**src/rtl/jtframe_sdram_arb.sv**
```systemverilog
// jtframe_sdram_arb: grants SLOTS client ports, one access per chip-select assertion, onto a
// single SDRAM controller request port. Define JTFRAME_SDRAM_RR_EN for round-robin grants.
module jtframe_sdram_arb #(
    parameter int               SLOTS   = 4,
    parameter logic [SLOTS-1:0] WRSLOTS = {SLOTS{1'b0}}
) (
    input  logic                clk,
    input  logic                rst_n,
    input  logic                downloading,
    input  logic                vblank,
    input  logic [SLOTS-1:0]    slot_cs,
    input  logic [SLOTS-1:0]    slot_wr,
    input  logic [SLOTS*22-1:0] slot_addr,
    input  logic [SLOTS*16-1:0] slot_din,
    input  logic [SLOTS*2-1:0]  slot_wrmask,
    output logic [SLOTS-1:0]    slot_ok,
    output logic [31:0]         slot_dout,
    output logic [SLOTS-1:0]    slot_active,
    output logic                sdram_req,
    input  logic                sdram_ack,
    output logic                sdram_rnw,
    output logic [21:0]         sdram_addr,
    output logic [1:0]          sdram_wrmask,
    output logic [15:0]         data_write,
    input  logic                data_rdy,
    input  logic [31:0]         data_read,
    output logic                refresh_en
);

    localparam int               IW   = $clog2(SLOTS);
    localparam logic [SLOTS-1:0] NONE = {SLOTS{1'b0}};
    localparam logic [SLOTS-1:0] ONE  = {{(SLOTS-1){1'b0}}, 1'b1};

    typedef enum logic [1:0] {
        ST_IDLE = 2'd0,
        ST_REQ  = 2'd1,
        ST_WAIT = 2'd2
    } state_t;

    state_t           state_r;
    logic [SLOTS-1:0] served_r;
    logic [SLOTS-1:0] pending_s;
    logic [SLOTS-1:0] done_s;
    logic             grant_vld_s;
    logic [IW-1:0]    grant_idx_s;
    logic             wr_ok_s;
    logic [21:0]      addr_s [SLOTS];
    logic [15:0]      din_s  [SLOTS];
    logic [1:0]       mask_s [SLOTS];

`ifdef JTFRAME_SDRAM_RR_EN
    logic [IW-1:0]    rr_ptr_r;
    logic [IW-1:0]    rr_next_s;
    logic [IW-1:0]    rr_sel_s;
    int               rr_idx_s;
`endif

    assign pending_s = slot_cs & ~served_r;

    // Unflatten the client buses so the granted slot can be selected by index
    always_comb begin
        for (int i = 0; i < SLOTS; i++) begin
            addr_s[i] = slot_addr[22*i +: 22];
            din_s[i]  = slot_din[16*i +: 16];
            mask_s[i] = slot_wrmask[2*i +: 2];
        end
    end

    // Grant selection; scanning downwards leaves the first match of the search order
    always_comb begin
        grant_vld_s = 1'b0;
        grant_idx_s = {IW{1'b0}};
`ifdef JTFRAME_SDRAM_RR_EN
        rr_idx_s = 0;
        rr_sel_s = {IW{1'b0}};
        for (int k = SLOTS-1; k >= 0; k--) begin
            rr_idx_s = int'(rr_ptr_r) + k;
            if (rr_idx_s >= SLOTS) begin
                rr_idx_s = rr_idx_s - SLOTS;
            end else begin
                rr_idx_s = rr_idx_s;
            end
            rr_sel_s = IW'(rr_idx_s);
            if (pending_s[rr_sel_s]) begin
                grant_vld_s = 1'b1;
                grant_idx_s = rr_sel_s;
            end else begin
                grant_vld_s = grant_vld_s;
            end
        end
`else
        for (int i = SLOTS-1; i >= 0; i--) begin
            if (pending_s[i]) begin
                grant_vld_s = 1'b1;
                grant_idx_s = IW'(i);
            end else begin
                grant_vld_s = grant_vld_s;
            end
        end
`endif
    end

    // Write permission of the candidate slot and completion mask of the current access
    always_comb begin
        wr_ok_s = slot_wr[grant_idx_s] & WRSLOTS[grant_idx_s];
        if (state_r == ST_WAIT && data_rdy) begin
            done_s = slot_active;
        end else begin
            done_s = NONE;
        end
    end

    // Request/acknowledge/data-ready sequencer with all controller-side outputs registered
    always_ff @(posedge clk or negedge rst_n) begin
        if (!rst_n) begin
            state_r      <= ST_IDLE;
            sdram_req    <= 1'b0;
            sdram_rnw    <= 1'b1;
            sdram_addr   <= 22'd0;
            sdram_wrmask <= 2'b11;
            data_write   <= 16'd0;
            slot_active  <= NONE;
            slot_ok      <= NONE;
            slot_dout    <= 32'd0;
            refresh_en   <= 1'b0;
        end else if (downloading) begin
            state_r     <= ST_IDLE;
            sdram_req   <= 1'b0;
            slot_active <= NONE;
            slot_ok     <= NONE;
            refresh_en  <= 1'b0;
        end else begin
            slot_ok    <= NONE;
            refresh_en <= (state_r == ST_IDLE) && (pending_s == NONE) && vblank;
            case (state_r)
                ST_IDLE: begin
                    if (grant_vld_s) begin
                        slot_active  <= ONE << grant_idx_s;
                        sdram_addr   <= addr_s[grant_idx_s];
                        data_write   <= din_s[grant_idx_s];
                        sdram_rnw    <= ~wr_ok_s;
                        sdram_wrmask <= wr_ok_s ? mask_s[grant_idx_s] : 2'b11;
                        sdram_req    <= 1'b1;
                        state_r      <= ST_REQ;
                    end else begin
                        state_r <= ST_IDLE;
                    end
                end
                ST_REQ: begin
                    // data_rdy is not looked at here, even if it coincides with the ack
                    if (sdram_ack) begin
                        sdram_req <= 1'b0;
                        state_r   <= ST_WAIT;
                    end else begin
                        state_r <= ST_REQ;
                    end
                end
                ST_WAIT: begin
                    if (data_rdy) begin
                        slot_dout   <= data_read;
                        slot_ok     <= slot_active;
                        slot_active <= NONE;
                        state_r     <= ST_IDLE;
                    end else begin
                        state_r <= ST_WAIT;
                    end
                end
                default: begin
                    sdram_req   <= 1'b0;
                    slot_active <= NONE;
                    state_r     <= ST_IDLE;
                end
            endcase
        end
    end

    // A slot stays served from its completion until it drops chip select
    always_ff @(posedge clk or negedge rst_n) begin
        if (!rst_n) begin
            served_r <= NONE;
        end else if (downloading) begin
            served_r <= NONE;
        end else begin
            served_r <= (served_r | done_s) & slot_cs;
        end
    end

`ifdef JTFRAME_SDRAM_RR_EN
    assign rr_next_s = (grant_idx_s == IW'(SLOTS-1)) ? {IW{1'b0}} : grant_idx_s + IW'(1);

    // Round-robin pointer holds the slot where the next search begins
    always_ff @(posedge clk or negedge rst_n) begin
        if (!rst_n) begin
            rr_ptr_r <= {IW{1'b0}};
        end else if (!downloading && state_r == ST_IDLE && grant_vld_s) begin
            rr_ptr_r <= rr_next_s;
        end else begin
            rr_ptr_r <= rr_ptr_r;
        end
    end
`endif

endmodule
```
**config.mk**
```make
export PLATFORM = sky130hd
export DESIGN_NAME = jtframe_sdram_arb
export DESIGN_NICKNAME = d
export VERILOG_FILES = /design/src/rtl/jtframe_sdram_arb.sv
export SDC_FILE = /design/constraint.sdc
export NUM_CORES = 1
export LEC_CHECK = 0
export CORE_ASPECT_RATIO = 1.5
export CORE_MARGIN = 2
export CORE_UTILIZATION = 37
export DETAILED_ROUTE_END_ITERATION = 16
export PLACE_DENSITY = 0.91
export SLEW_MARGIN = 20
export SYNTH_ARGS = -nofsm -noshare
export SYNTH_HDL_FRONTEND = slang
export SYNTH_SLANG_ARGS = --single-unit
```
**constraint.sdc**
```tcl
create_clock -name clk -period 2 [get_ports clk]
set_input_delay 0.2 -clock clk [delete_from_list [all_inputs] [get_ports clk]]
set_output_delay 0.2 -clock clk [all_outputs]
set_load 0.02 [all_outputs]
```
# Word-level counts from Yosys, hierarchy flattened
# Index checks and enable logic that the tools add are counted.
[word_totals] wordCells=79 in_bits=206 regBits=89 output_inout_bits=83
[op_classes] n_eq_ne=7 n_lt_le_gt_ge=2 n_reduce_logical=9 n_bitwise=8 n_shift=1 muxes=41
[op_table] cell="binary-select mux 22 bit (select 2 bit)" count=1
[op_table] cell="2-to-1 mux 22 bit" count=2
[op_table] cell="binary-select mux 16 bit (select 2 bit)" count=1
[op_table] cell="2-to-1 mux 16 bit" count=2
[op_table] cell="2-to-1 mux 4 bit" count=8
[op_table] cell="2-to-1 mux 2 bit" count=10
[op_table] cell="case mux 4 bit (3 select lines)" count=1
[op_table] cell="AND reduction 3 bit" count=4
[op_table] cell="2-to-1 mux 1 bit" count=11
[op_table] cell="!= test 3 bit (second input constant)" count=3
[op_table] cell="AND 4 bit" count=2
[op_table] cell="case mux 2 bit (3 select lines)" count=1
[op_table] cell="binary-select mux 1 bit (select 2 bit)" count=2
[op_table] cell="binary-select mux 2 bit (select 2 bit)" count=1
[op_table] cell="zero test 4 bit" count=1
[op_table] cell="!= test 2 bit (second input constant)" count=2
[op_table] cell="NOT 4 bit" count=1
[op_table] cell="bitwise OR 4 bit" count=1
[op_table] cell="<< shifter 1 x 2 -> 4 bit (first input constant)" count=1
[op_table] cell="greater-or-equal comparator 3 bit (second input constant)" count=1
[op_table] cell="logical AND 1 bit" count=3
[op_table] cell="< comparator 2 x 3 -> 1 bit (second input constant)" count=1
[op_table] cell="NOT 2 -> 3 bit" count=1
[op_table] cell="case mux 1 bit (3 select lines)" count=1
[op_table] cell="other kinds (5)" count=6

# Logic depth before layout (Yosys ltp)
# Gate-level depths: netlist of run 1.
[depth] word_depth=11 mapped_depth=7 mapped_depth_nobuf=4

# Worst setup path before layout of run 1
# Ideal clock, no wire load.
[synth_timing] path_kind="register to register" start="reg state_r[0]" end="reg slot_dout[0]" path_buffers=3 setup_time_ps=127 path_stages_with_launch=7 required_ps=1873 period_less_slack_ps=1644 slack_ps=356 t_arrival_ps=1516 path_cell_list="dfrtp_1 > buf_4 > and3b_1 > nor2b_1 > buf_4 > buf_6 > mux2_1"
[synth_via] elab_chain_cells=2
[synth_rtl] element="start: declaration" line_no="40" rtl="state_t state_r;"
[synth_rtl] element="start signal: assignment" line_no="116" rtl="state_r <= ST_IDLE;"
[synth_rtl] element="start signal: assignment" line_no="127" rtl="state_r <= ST_IDLE;"
[synth_rtl] element="start signal: assignment" line_no="144" rtl="state_r <= ST_REQ;"
[synth_rtl] element="== test 2 bit" line_no="135" rtl="case (state_r)"
[synth_rtl] element="AND reduction 3 bit (no source line)"
[synth_rtl] element="end signal: assignment" line_no="160" rtl="slot_dout <= data_read;"
[synth_rtl] element="end: declaration" line_no="17" rtl="output logic [31:0] slot_dout,"
# Every way passes these cells.
# A chain may end at the register's enable or synchronous reset.

# Worst setup path in the final report of run 1
[layout_timing] start="reg served_r[0]" end="reg sdram_addr[9]"
[layout_via] elab_chain_cells=7 elab_cells_between_ends=9 cone_classes="mux (5); bitwise (3); reduce/logical (1)"
[layout_rtl] element="start: declaration" line_no="41" rtl="logic [SLOTS-1:0] served_r;"
[layout_rtl] element="start signal: assignment" line_no="184" rtl="served_r <= (served_r | done_s) & slot_cs;"
[layout_rtl] element="NOT 4 bit (*)" line_no="58" rtl="assign pending_s = slot_cs & ~served_r;"
[layout_rtl] element="AND 4 bit (*)" line_no="58"
[layout_rtl] element="2-to-1 mux 2 bit" line_no="93" rtl="if (pending_s[i]) begin"
[layout_rtl] element="NOT 2 -> 3 bit (implied by the code)" line_no="139" rtl="sdram_addr <= addr_s[grant_idx_s];"
[layout_rtl] element="binary-select mux 22 bit (select 2 bit)" line_no="139"
[layout_rtl] element="2-to-1 mux 22 bit (implied by the code) (2 in a row)" line_no="139"
[layout_rtl] element="end signal: assignment" line_no="139"
[layout_rtl] element="end: declaration" line_no="22" rtl="output logic [21:0] sdram_addr,"
# Mark *: on every way between the ends. The rest lies on a longest branch, timed or not. The select of a mux whose other input is x is not followed.

==> results of run 1 <==
-- cell type report --
| cell class | instances | area share |
|---|---|---|
| Clock buffer | 10 | 0.0310 |
| Clock inverter | 6 | 0.00682 |
| Multi-Input combinational cell | 273 | 0.266 |
| Sequential cell | 86 | 0.279 |
| Tap cell | 150 | 0.0244 |
| Timing Repair Buffer | 301 | 0.392 |
-- cell usage in the layout, fill, tap and decap left out, drive strengths merged, types with 2 or more instances in the layout --
master	instances
a21oi	5
nor2	41
clkinvlp	2
a22o	3
a221oi	38
inv	3
clkdlybuf4s50	272
nor4	2
nand2	40
and2	4
buf	28
mux2	32
dfrtp	86
conb	3
nor2b	5
nor3b	4
nor3	3
nand2b	5
o2111a	38
a41oi	2
a31oi	38
clkbuf	10
-- registers in the layout, summed over array words and instances, names as in the netlist --
name         count
refresh_en       1
data_write      16
sdram_req        1
slot_dout       32
slot_ok          4
slot_active      4
state_r          2
sdram_addr      22
served_r         4
-- path summary, 6_finish.rpt --
path / start / to / slack (ns) / cells past startpoint
min in group clk: vblank / refresh_en / 0.42 / 3
min reg2reg: slot_dout[29] / slot_dout[29] / 0.49 / 1
max reg2reg: served_r[0] / sdram_addr[9] / 0.20 / 6
max: served_r[0] / sdram_addr[9] / 0.20 / 6
max in group asynchronous: rst_n / slot_dout[15] / 0.91 / 3
min: rst_n / slot_dout[28] / 0.40 / 2
-- worst reg2reg max path, stage by stage, from the launching register on --
cell	delay (ns)
dfrtp_1	0.40
nor2b_1	0.47
buf_4	0.21
o41a_2	0.19
buf_12	0.21
nor2_1	0.07
a31oi_1	0.18
-- power by group through the flow --
stage | clock (W) | combinational (W) | sequential [W]
6_report | 0.00162 | 0.00228 | 0.00228
5_1_grt | 0.00173 | 0.00241 | 0.00231
4_1_cts | 0.00165 | 0.00229 | 0.00228
3_5_place_dp | 0 | 0.00228 | 0.00231
3_3_place_gp | 0 | 0.00222 | 0.00228
2_1_floorplan | 0 | 0.000526 | 0.00271
-- layer usage --
metal  share of wire  vias up  wire length (um)
li1                -     2102                 -
met1            0.35     2239              5960
met2            0.53      303              9080
met3           0.081       49              1380
met4           0.034        0               582
met5               0        -                 0
-- what timing repair did --
item / in CTS / in global routing
endpoints found under the setup margin: 0 / 6
hold buffers: 1 / 0
resized for setup: 0 / 2
hold endpoints to repair: 37 / 0
-- stage by stage --
step / hold WS [ns] / instance area [um2]
2_1_floorplan: -0.0956 / 4410
3_3_place_gp: 0.216 / 7380
3_5_place_dp: 0.225 / 7380
4_1_cts: 0.402 / 7690
5_1_grt: 0.414 / 7700
6_report: 0.403 / 7700
-- cell families (layout without fill, tap and decap cells) --
| group | after synthesis | in the layout | share of synthesized area |
|---|---|---|---|
| buffers and inverters | 50 | 317 | 0.0602 |
| AND/OR/NAND/NOR | 107 | 108 | 0.114 |
| other | 1 | 3 | 0.000851 |
| AO/OA/AOI/OAI | 130 | 130 | 0.255 |
| multiplexers | 32 | 32 | 0.0818 |
| flip-flops | 86 | 86 | 0.488 |
==> flow_summary_export.csv, run 1 <==
group,metric,value,unit
final_layout,antenna_cells,0,
floorplanning,die_width,93.1,um
floorplanning,ios,289,
power,total_power,0.00618,W
final_layout,syn_to_final_growth,74.8,%
power,ir_worst_vdd,427,uV
drt,viasPerCell,5.68,
power,clkPwrFrac,0.262,
final_layout,seq_area,0.00215,mm2
sta,relSlewSlack,0.586,
placed_design,dp_slack,-0.181,ns
yosys,synth.top_cell.area_share,0.488,
drt,drc_errors,0,
floorplanning,row_count,48,
cts,h-tree-depth,3,
final_layout,nFillCells,847,
global_routing,grt_max_degree,44,
worst_setup_path,end_kind,"flop",
yosys,synth.ff_latch_count,86,
power,switchingPower,0.00199,W
drt,antenna_left,0,
drt,first_iter_violations,242,
yosys,synth_cells,406,
placed_design,io_buffers,273,
yosys,synthFlopType,"dfrtp_1",
cts,root_buffer,"clkbuf_16",
power,p_seq_frac,0.368,
yosys,syn-cell-area,0.00441,mm2
worst_setup_path,crit_chain,"nor2b_1 -> buf_4 -> o41a_2 -> buf_12 -> nor2_1 -> a31oi_1",
worst_setup_path,cpPeakStageDelay,0.46,ns
yosys,yosysSeqAreaShare,0.488,
final_layout,multi_input_area,0.00205,mm2
global_routing,grtUsageMet1,0.270,
final_layout,fin_util,0.664,
worst_setup_path,crit_required,2.25,ns
drt,wirelength,17000,um
worst_setup_path,worst_setup_path_start_kind,"flop",
sta,finalSetupTns,0,ns
sta,skew,0.00830,ns
yosys,yosysTopAreaCell,"dfrtp_1",
worst_setup_path,cp_top_family,"simple AND/OR/NAND/NOR gates",
final_layout,drive_gt1_frac,0.0843,
global_routing,grt_pass1_vias,4943,
cts,path_clk_slew,0.07,ns
sta,min_period,1.80,ns
final_layout,layoutNonFillerInstCount,826,
floorplanning,die_h,138,um
sta,period_share,0.898,
global_routing,antenna_found_initial,0,
floorplanning,core-area,0.0116,mm2
power,intPower,0.00419,W
power,p_per_area,803,mW/mm2
yosys,ys_warn_count,0,
outcome,outcome,"finished clean",
min_path,hp-class,"in -> async",
sta,setup_viol,0,
drt,first_pass_iters,5,
power,leakagePower,3.05,nW
drt,wl_per_cell,20.6,um
worst_setup_path,path_buf_inv,2,
flow_run,max-cap-violations,0,
cts,clock-sinks,86,
drt,via_count,4693,
floorplanning,start_util,0.380,
global_routing,grt_util_all_layers,0.252,
worst_setup_path,worstSetupPathType,"reg -> reg",
sta,layout_setup_ws,0.204,ns
global_routing,grt-ovfl-total,0,
power,swShare,0.322,
yosys,synth.top_cells.by_area,"dfrtp_1 49%, o2111a_1 9.7%, mux2_1 8.2%, a221oi_1 7.6%, a31oi_1 5.4%",
yosys,synth-edff-count,0,
sta,worst_pin_slew,0.619,ns
cts,cts_tree,"yes",
worst_setup_path,crit_slowest_cell,"nor2b_1",
global_routing,grt_pass1_wl,24900,um
yosys,async_flop_share,1.00,
worst_setup_path,arrival,2.04,ns
final_layout,final_net_count,877,
sta,rsz0062_at_grt,"no",
sta,maxSlewViolCount,0,
cts,cts_setup_buffers,0,
sta,hold_violations,0,
global_routing,grt_use_met2,0.461,
global_routing,top_usage_layer,"met2",
worst_setup_path,worstPathMaxFanout,32,
sta,max_freq,557,MHz
yosys,yosys.cell_count.top_type,"dfrtp_1",
floorplanning,die_area,0.0128,mm2
cts,ctsLongestPathBuffers,2,
power,combPwrFrac,0.369,
placed_design,gp_congestion,0.857,
yosys,yosysUniqueCellTypes,35,
placed_design,placedCellCount,808,
global_routing,use_met3,0.0629,
cts,cts_buffers,9,
cts,insertion_delay,0.34,ns
yosys,avgSynthCellArea,10.9,um2
yosys,synthTopCellsByCount,"86 x dfrtp_1, 40 x nand2_1, 40 x nor2_1",
placed_design,dp_hpwl,12300,um
Power figures use the tool's default switching activity.
==> inputs of run 2 (changes only) <==
- CTS_BUF_LIST: default -> sky130_fd_sc_hd__clkbuf_4
- SETUP_SLACK_MARGIN: default -> 0.05
==> run 2 against run 1 <==
  * Cell count unchanged
  * Routed wire length down 0.66%
  * Clock skew up 0.012 ns
  * Via count down 0.26%
  * Non-clock buffer count unchanged
  * Combinational power about the same
  * Setup slack worse by 0.017 ns
  * Largest cell class unchanged
  * Global-route usage down 0.14 points
  * Flip-flop and latch count unchanged
  * Worst hold slack worse by 0.11 ns
  * Count of clock-buffer cells in the layout down 1
  * Register-to-register slack worse by 0.02 ns
==> flow_summary_export.csv, run 2 (synthesized netlist as in run 1, its figures left out) <==
group,metric,value,unit
cts,path_clk_slew,0.15,ns
final_layout,final_common_cell,"clkdlybuf4s50_1",
floorplanning,core-area,0.0116,mm2
outcome,outcome,"finished clean",
power,switchingPower,0.00191,W
drt,wl_per_cell,20.4,um
floorplanning,ios,289,
sta,relSlewSlack,0.567,
power,combPwrFrac,0.417,
placed_design,placedCellCount,808,
final_layout,antenna_cells,0,
final_layout,final_cell_mix,"272 x clkdlybuf4s50_1, 86 x dfrtp_1, 40 x nand2_1",
global_routing,grt_pass1_vias,4897,
final_layout,layoutNonFillerInstCount,826,
final_layout,drive_gt1_frac,0.0828,
global_routing,antenna_found_initial,0,
sta,min_period,1.81,ns
worst_setup_path,crit_slowest_cell,"dfrtp_1",
cts,h-tree-depth,3,
global_routing,grt-ovfl-total,0,
floorplanning,row_count,48,
power,clkPwrFrac,0.168,
sta,finalSetupTns,0,ns
min_path,hp-class,"in -> async",
drt,first_iter_violations,193,
drt,wirelength,16900,um
sta,maxSlewViolCount,0,
worst_setup_path,crit_required,2.36,ns
floorplanning,die_h,138,um
power,ir_worst_vdd,361,uV
power,p_seq_frac,0.415,
worst_setup_path,ff2ff_path_depth,5,
cts,ctsLongestPathBuffers,2,
worst_setup_path,end_kind,"flop",
worst_setup_path,path_buf_inv,1,
worst_setup_path,r2r-start,"served_r[1]",
final_layout,syn_to_final_growth,71.0,%
sta,rsz0062_at_grt,"no",
final_layout,fin_util,0.650,
worst_setup_path,worstPathMaxFanout,40,
cts,cts_setup_buffers,0,
worst_setup_path,worstSetupPathType,"reg -> reg",
global_routing,grt_pass1_wl,24800,um
drt,antenna_left,0,
floorplanning,die_area,0.0128,mm2
final_layout,largest_register_ffs,32,
placed_design,io_buffers,273,
worst_setup_path,cpPeakStageDelay,0.45,ns
global_routing,grt_util_all_layers,0.250,
power,total_power,0.00547,W
sta,worst_pin_slew,0.648,ns
placed_design,gp_congestion,0.857,
final_layout,top_regs,"slot_dout: 32 flops, sdram_addr: 22 flops, data_write: 16 flops",
sta,skew,0.0200,ns
final_layout,final_net_count,877,
worst_setup_path,worst_setup_path_start_kind,"flop",
cts,root_buffer,"clkbuf_4",
placed_design,dp_hpwl,12300,um
floorplanning,start_util,0.380,
power,p_per_area,726,mW/mm2
sta,period_share,0.906,
drt,drc_errors,0,
cts,clock-sinks,86,
cts,insertion_delay,0.43,ns
drt,first_pass_iters,4,
drt,via_count,4681,
power,intPower,0.00356,W
power,swShare,0.348,
sta,hold_violations,0,
sta,hold_slack,0.292,ns
floorplanning,die_width,93.1,um
drt,viasPerCell,5.67,
global_routing,grt_max_degree,44,
power,leakagePower,2.98,nW
cts,cts_buffers,9,
flow_run,max-cap-violations,0,
cts,cts_tree,"yes",
sta,setup_viol,0,
final_layout,regMostFlops,"slot_dout",
worst_setup_path,arrival,2.17,ns
worst_setup_path,reg2reg_to,"slot_active[1]",
sta,max_freq,552,MHz
worst_setup_path,r2r_setup_slack,0.19,ns
worst_setup_path,cp_top_family,"compound AO/OA/AOI/OAI gates",
worst_setup_path,crit_chain,"nand2b_2 -> buf_6 -> a41oi_1 -> o22ai_1 -> a22o_1",
## run 2: area by class of cell
| cell class | count | area (um2) |
|---|---|---|
| clock buffer | 9 | 67.6 |
| clock inverter | 7 | 56.3 |
| fill | 873 | 4060 |
| multi-input combinational | 273 | 2050 |
| sequential | 86 | 2150 |
| tap | 150 | 188 |
| timing repair buffer | 301 | 3020 |
## run 2: worst register-to-register path: stages (launching register included)
cell and delay, ns:
dfrtp_1 0.45, nand2b_2 0.26, buf_6 0.35, a41oi_1 0.19, o22ai_1 0.34, a22o_1 0.18
## run 2: metal layers
metal  up-vias  track usage  share of wire
li1       2098            -              -
met1      2240        0.270           0.36
met2       293        0.462           0.53
met3        50       0.0607          0.074
met4         0        0.108          0.034
met5         -            0              0
## run 2: repair_timing
action / CTS / global route
gates resized for setup: 0 / 2
endpoints found under the setup margin: 5 / 32
hold endpoints to repair: 37 / 0
hold buffers: 1 / 0
gates cloned: 0 / 1
## run 2: worst max path at each step
stage	startpoint	to	slack, ns	cells past startpoint
after global placement	slot_cs[1]	sdram_addr[18]	-0.06	5
after floorplan	state_r[0]	slot_dout[0]	0.36	6
after detailed placement	slot_cs[1]	sdram_addr[18]	-0.18	5
after CTS	served_r[1]	sdram_addr[18]	0.02	4
after global routing	served_r[0]	sdram_addr[9]	0.1	6
final	served_r[1]	slot_active[1]	0.19	5
## run 2: power by group through the flow
| stage | clock network [W] | logic, W | registers (W) |
|---|---|---|---|
| finish | 0.000917 | 0.00228 | 0.00227 |
| global route | 0.00102 | 0.00241 | 0.00231 |
| CTS | 0.000953 | 0.00229 | 0.00227 |
| detailed placement | 0 | 0.00228 | 0.00231 |
| global placement | 0 | 0.00222 | 0.00228 |
| floorplan | 0 | 0.000526 | 0.00271 |
## run 2: through the flow
step                setup WS, ns  area, um2
floorplan                  0.356       4410
global placement         -0.0581       7380
detailed placement        -0.181       7380
CTS                       0.0158       7520
global route              0.0972       7530
finish                     0.187       7530
